$ cat src/rtl/register_bank_pkg.sv
// register_bank_pkg: definitions shared by the register bank and its dump engine.
// Provides the default widths, the dump FSM state encoding and the index of
// the hardwired zero register.
package register_bank_pkg;

  localparam int DATA_W_DEFAULT = 32;
  localparam int ADDR_W_DEFAULT = 5;

  // Index of the register that reads as zero when ZERO_REG is enabled.
  localparam int REG_ZERO = 0;

  typedef enum logic {
    IDLE = 1'b0,
    SCAN = 1'b1
  } dump_state_e;

endpackage

$ cat src/rtl/register_dump_fsm.sv
// register_dump_fsm: debug dump engine for the register bank.
// On a dump_start pulse in IDLE it walks every register index, one per cycle,
// and presents index/value on dump_addr/dump_data with dump_valid high.
// Ports:
//   clk, rst_n     clock and asynchronous active-low reset
//   dump_start     pulse that starts a scan (ignored while scanning)
//   rd_addr        index the bank should read for the current beat
//   rd_data        registered (non-bypassed) value at rd_addr
//   dump_busy      scan in progress
//   dump_valid     dump_addr/dump_data are valid this cycle
//   dump_addr      index of the register being presented
//   dump_data      value of the register being presented
module register_dump_fsm
  import register_bank_pkg::*;
#(
  parameter int DATA_W = DATA_W_DEFAULT,
  parameter int ADDR_W = ADDR_W_DEFAULT
) (
  input  logic              clk,
  input  logic              rst_n,
  input  logic              dump_start,
  output logic [ADDR_W-1:0] rd_addr,
  input  logic [DATA_W-1:0] rd_data,
  output logic              dump_busy,
  output logic              dump_valid,
  output logic [ADDR_W-1:0] dump_addr,
  output logic [DATA_W-1:0] dump_data
);

  localparam int NREG = 2 ** ADDR_W;
  // The counter is one bit wider than an address so the last index is never
  // confused with a wrap back to 0.
  localparam logic [ADDR_W:0] LAST_IDX = (ADDR_W + 1)'(NREG - 1);
  localparam logic [ADDR_W:0] IDX_ONE  = {{ADDR_W{1'b0}}, 1'b1};

  dump_state_e       state_r;
  dump_state_e       state_n;
  logic [ADDR_W:0]   index_r;
  logic [ADDR_W:0]   index_n;

  // State and index registers.
  always_ff @(posedge clk or negedge rst_n) begin
    if (!rst_n) begin
      state_r <= IDLE;
      index_r <= '0;
    end else begin
      state_r <= state_n;
      index_r <= index_n;
    end
  end

  // Next-state logic: start only from IDLE, stop after the last index.
  always_comb begin
    state_n = state_r;
    index_n = index_r;
    case (state_r)
      IDLE: begin
        if (dump_start) begin
          state_n = SCAN;
          index_n = '0;
        end else begin
          state_n = IDLE;
          index_n = '0;
        end
      end
      SCAN: begin
        if (index_r == LAST_IDX) begin
          state_n = IDLE;
          index_n = '0;
        end else begin
          state_n = SCAN;
          index_n = index_r + IDX_ONE;
        end
      end
      default: begin
        state_n = IDLE;
        index_n = '0;
      end
    endcase
  end

  // Beat outputs are decoded from the state register; they hold 0 in IDLE.
  always_comb begin
    rd_addr = index_r[ADDR_W-1:0];
    if (state_r == SCAN) begin
      dump_busy  = 1'b1;
      dump_valid = 1'b1;
      dump_addr  = index_r[ADDR_W-1:0];
      dump_data  = rd_data;
    end else begin
      dump_busy  = 1'b0;
      dump_valid = 1'b0;
      dump_addr  = '0;
      dump_data  = '0;
    end
  end

endmodule

$ cat src/rtl/register_bank.sv
// register_bank: architectural register file with two combinational read
// ports, write-through bypass and a debug dump engine.
// Ports:
//   clk, rst_n               clock and asynchronous active-low reset
//   wr_en, wr_addr           write enable and destination register
//   write_data               writeback value
//   rd_addr_a, rd_addr_b     read port addresses
//   rd_data_a, rd_data_b     read port data (bypassed from a same-cycle write)
//   dump_start               pulse: stream all registers out
//   dump_busy, dump_valid    dump status
//   dump_addr, dump_data     dumped register index and value
module register_bank
  import register_bank_pkg::*;
#(
  parameter int DATA_W   = DATA_W_DEFAULT,
  parameter int ADDR_W   = ADDR_W_DEFAULT,
  parameter bit ZERO_REG = 1'b1
) (
  input  logic              clk,
  input  logic              rst_n,
  input  logic              wr_en,
  input  logic [ADDR_W-1:0] wr_addr,
  input  logic [DATA_W-1:0] write_data,
  input  logic [ADDR_W-1:0] rd_addr_a,
  input  logic [ADDR_W-1:0] rd_addr_b,
  output logic [DATA_W-1:0] rd_data_a,
  output logic [DATA_W-1:0] rd_data_b,
  input  logic              dump_start,
  output logic              dump_busy,
  output logic              dump_valid,
  output logic [ADDR_W-1:0] dump_addr,
  output logic [DATA_W-1:0] dump_data
);

  localparam int NREG = 2 ** ADDR_W;
  localparam logic [ADDR_W-1:0] ZERO_ADDR = ADDR_W'(REG_ZERO);

  logic [DATA_W-1:0] regs_r [NREG];
  logic [ADDR_W-1:0] dump_rd_addr;
  logic [DATA_W-1:0] dump_rd_data;

  // Storage: clear on reset, drop writes aimed at the hardwired zero register.
  always_ff @(posedge clk or negedge rst_n) begin
    if (!rst_n) begin
      for (int i = 0; i < NREG; i++) begin
        regs_r[i] <= '0;
      end
    end else if (wr_en && !(ZERO_REG && (wr_addr == ZERO_ADDR))) begin
      regs_r[wr_addr] <= write_data;
    end
  end

  // Read port A: the zero-register test comes first so the bypass never fires for it.
  always_comb begin
    if (ZERO_REG && (rd_addr_a == ZERO_ADDR)) begin
      rd_data_a = '0;
    end else if (wr_en && (wr_addr == rd_addr_a)) begin
      rd_data_a = write_data;
    end else begin
      rd_data_a = regs_r[rd_addr_a];
    end
  end

  // Read port B: same structure as port A.
  always_comb begin
    if (ZERO_REG && (rd_addr_b == ZERO_ADDR)) begin
      rd_data_b = '0;
    end else if (wr_en && (wr_addr == rd_addr_b)) begin
      rd_data_b = write_data;
    end else begin
      rd_data_b = regs_r[rd_addr_b];
    end
  end

  // Dump read: registered value only, no bypass.
  always_comb begin
    if (ZERO_REG && (dump_rd_addr == ZERO_ADDR)) begin
      dump_rd_data = '0;
    end else begin
      dump_rd_data = regs_r[dump_rd_addr];
    end
  end

  register_dump_fsm #(
    .DATA_W(DATA_W),
    .ADDR_W(ADDR_W)
  ) u_dump (
    .clk        (clk),
    .rst_n      (rst_n),
    .dump_start (dump_start),
    .rd_addr    (dump_rd_addr),
    .rd_data    (dump_rd_data),
    .dump_busy  (dump_busy),
    .dump_valid (dump_valid),
    .dump_addr  (dump_addr),
    .dump_data  (dump_data)
  );

endmodule

$ cat config.mk
export PLATFORM = sky130hd
export DESIGN_NAME = register_bank
export DESIGN_NICKNAME = d
export VERILOG_FILES = /design/src/rtl/register_bank_pkg.sv /design/src/rtl/register_dump_fsm.sv /design/src/rtl/register_bank.sv
export SDC_FILE = /design/constraint.sdc
export NUM_CORES = 2
export LEC_CHECK = 0
export BUFFER_PORTS_ARGS = -buffer_cell sky130_fd_sc_hd__buf_2
export CORE_ASPECT_RATIO = 1.25
export CORE_UTILIZATION = 45
export CTS_CLUSTER_DIAMETER = 150
export DETAILED_ROUTE_END_ITERATION = 6
export GPL_ROUTABILITY_DRIVEN = 1
export GPL_TIMING_DRIVEN = 0
export PLACE_DENSITY = 0.66
export SKIP_CTS_REPAIR_TIMING = 1
export SLEW_MARGIN = 25
export SYNTH_ARGS = -nofsm -noshare
export SYNTH_HDL_FRONTEND = slang
export SYNTH_HIERARCHICAL = 1
export SYNTH_SLANG_ARGS = --single-unit
$ cat constraint.sdc
create_clock -name clk -period 4.6 [get_ports clk]
set_clock_uncertainty 0.15 [all_clocks]
set_input_delay 0.69 -clock clk [delete_from_list [all_inputs] [get_ports clk]]
set_output_delay 0.69 -clock clk [all_outputs]
set_load 0.01 [all_outputs]
==> results.yml <==
placed_design:
  dpl_cell_area_sq_um: 67780
  place_congestion: 1.073
  port_buffers: 143
  dp_hpwl_um: 236700
detailed_routing:
  dr.pass1.iters: 7
  vias_per_cell: 7.502
  dr.first_iter.drc_count: 7811
  num_vias: 50900
  route.detailed.wl_per_inst_um: 48.52
  ant_nets: 0
  drc: 5
  wl_um: 329200
final_layout:
  synthToLayoutAreaGrowth_pct: 13.32
  fin_area_sq_um: 72410
  drive_gt1_frac: 0.4735
  final_cell_mix: "1030 x dfrtp_1, 924 x mux2_2, 665 x mux4_2, 365 x mux2i_1, 248 x buf_2"
  fillerInstances: 12000
  fin_nets: 4850
  fin_util: 0.5141
  final_common_cell: "dfrtp_1"
power_and_ir_drop:
  peakVddDrop_uv: 349.6
  cellPowerDensity_nw_per_um2: 523.9
  p_leak_nw: 30.85
  finalPower_w: 0.03794
yosys:
  synth_warnings: 6
  synthesis.nets: 4548
  synth_area_leaders: "dfrtp_1 40%, mux4_2 23%, mux2_2 16%"
  synth.mux.area_fraction: 0.4701
  synth_ff_type: "dfrtp_1"
  synthAdderAreaFrac: 0.0001958
  synth_xor_area_frac: 0.001782
  postSynth.asyncResetShare: 1.000
  synthSimpleGateAreaFrac: 0.02585
  ys_seq_area_frac: 0.4037
  ys_types: 65
  synthCells: 4496
  ys_ff_latch: 1031
  avgSynthCellArea_sq_um: 14.21
  yosys.area.top_type_share: 0.4037
  synth_top_family_by_area: "multiplexers"
  yosysTopAreaCell: "dfrtp_1"
  synth_edf_count: 0
  synth_area_sq_um: 63900
  synth_compound_area_frac: 0.05524
clocking:
  cts_tree: "done"
  clk-insertion-delay-late_ns: 0.82
  clk_pin_slew_worst_paths_ns: 0.06
  cts_buffer_depth: 3
  htree_num_levels: 3
  cts_inserted_buffers: 115
  cts.sinks: 1031
  cts-root-buf: "clkbuf_16"
sta:
  fin_crit_sh: 1.057
  worst_slew_pin_slew_ns: 1.529
  fin_worst_hold_slack_ns: -0.03403
  setup_viol: 58
  period_needed_ns: 4.862
  finalMaxSlewViolations: 11
  slew_headroom: -0.01966
  hold_viol_final: 1
  worst_slack_ns: -0.2619
  clock.fmax_mhz: 205.7
  tns_ns: -5.264
  rsz0062_at_grt: "yes"
grt:
  grt_pass1_vias: 49240
  antenna_found_initial: 22
  grt_max_degree: 134
  grt_pass1_wl_um: 438500
  grt_usage: 0.4577
  overflow: 0
min_path:
  hold_path.class: "input pin to register"
status:
  status: "finished with violations"
  violations: "design-rule violations, negative hold slack, max-capacitance violations, max-slew violations, negative setup slack"
die:
  io_pins: 154
  die_h_um: 423.3
  row_count: 154
  core_region_area_sq_um: 140900
  die_w_um: 339.1
  initial_core_util: 0.4537
  die_area_sq_um: 143500
critical_path:
  crit_fanout: 10
  cp.arrival_ns: 4.02
  critPathLaunchType: "input pin"
  path_class: "input pin to primary output"
  critPathRequiredTime_ns: 3.76
  end_kind: "primary output"
flow_run:
  maxCapViolCount: 1
final timing paths:
check	from	endpoint	slack, ns	depth (start not counted)
min	dump_start	u_dump/state_r$_DFF_PN0_	-0.03	3
min reg2reg	regs_r[1006]$_DFFE_PN0P_	regs_r[1006]$_DFFE_PN0P_	0.35	1
max	rd_addr_a[0]	rd_data_a[21]	-0.26	10
max in group asynchronous	rst_n	regs_r[152]$_DFFE_PN0P_	1.23	6
max reg2reg	u_dump/state_r$_DFF_PN0_	u_dump/index_r[4]$_DFF_PN0_	2.90	2
min in group asynchronous	rst_n	regs_r[802]$_DFFE_PN0P_	0.29	2
flip-flops by register name, indices dropped and copies added, names as in the netlist:
| register | count |
|---|---|
| u_dump/index_r | 6 |
| u_dump/state_r | 1 |
| regs_r | 1024 |
critical path: stages:
cell and delay [ns]:
buf_6 0.21, buf_6 0.28, buf_6 0.38, buf_6 0.35, buf_4 0.52, mux2i_1 0.32, mux2i_1 0.28, a2bb2oi_1 0.10
a21oi_1 0.56, buf_2 0.26
synthesized netlist by cell type (6+ instances only):
master,n
xnor2_1,7
nand2_1,125
o22a_1,12
a21oi_1,68
nor3_1,11
o211ai_1,17
buf_2,117
nand3_1,41
a211o_1,7
mux4_2,665
mux2_2,924
a22oi_1,22
nor3b_1,15
a32o_1,32
buf_4,27
nor2b_1,16
o21ai_0,70
o21ai_1,53
clkbuf_1,272
dfrtp_1,1031
a211oi_1,53
a221o_1,21
mux2i_1,368
inv_1,36
mux2_1,70
o221ai_1,38
nand2b_1,6
buf_1,73
and2_1,42
o22ai_1,63
xor2_1,6
a221oi_1,31
buf_6,42
mux4_1,7
nor2_1,54
final cells by class:
cell class | instances | area [sq um] | area share
Antenna cell | 18 | 45.04 | 0.0006220
Buffer | 534 | 3146 | 0.04344
Clock buffer | 178 | 3437 | 0.04746
Clock inverter | 36 | 417.9 | 0.005771
Inverter | 36 | 135.1 | 0.001866
Multi-Input combinational cell | 2894 | 35570 | 0.4911
Sequential cell | 1031 | 25800 | 0.3563
Tap cell | 1872 | 2342 | 0.03235
Timing Repair Buffer | 186 | 1524 | 0.02105
per-stage QoR:
step	setup WS (ns)	std cells
final	-0.2619	6785
after global routing	-0.06373	6767
after floorplan	1.434	4496
after CTS	-0.9122	6754
after global placement	-20.63	6511
after detailed placement	-0.5083	6540
report_power, final:
part           internal (W)  total, W  switching (W)
clock network       0.00556   0.00982        0.00426
logic               0.00697    0.0155        0.00851
registers            0.0108    0.0126        0.00184
total                0.0233    0.0379         0.0146
cells by family after synthesis:
logic type / Yosys count
AND/OR/NAND/NOR: 338
flip-flops: 1031
multiplexers: 2034
buffers and inverters: 571
adder cells (fa/ha/maj): 1
XOR/XNOR: 13
AO/OA/AOI/OAI: 508
per-layer routing:
| metal | track usage | share of wire |
|---|---|---|
| met5 | 0.007392 | 0.00094 |
| met3 | 0.2211 | 0.15 |
| met1 | 0.5428 | 0.34 |
| met4 | 0.3827 | 0.096 |
| met2 | 0.6207 | 0.41 |
Power figures use the tool's default switching activity.
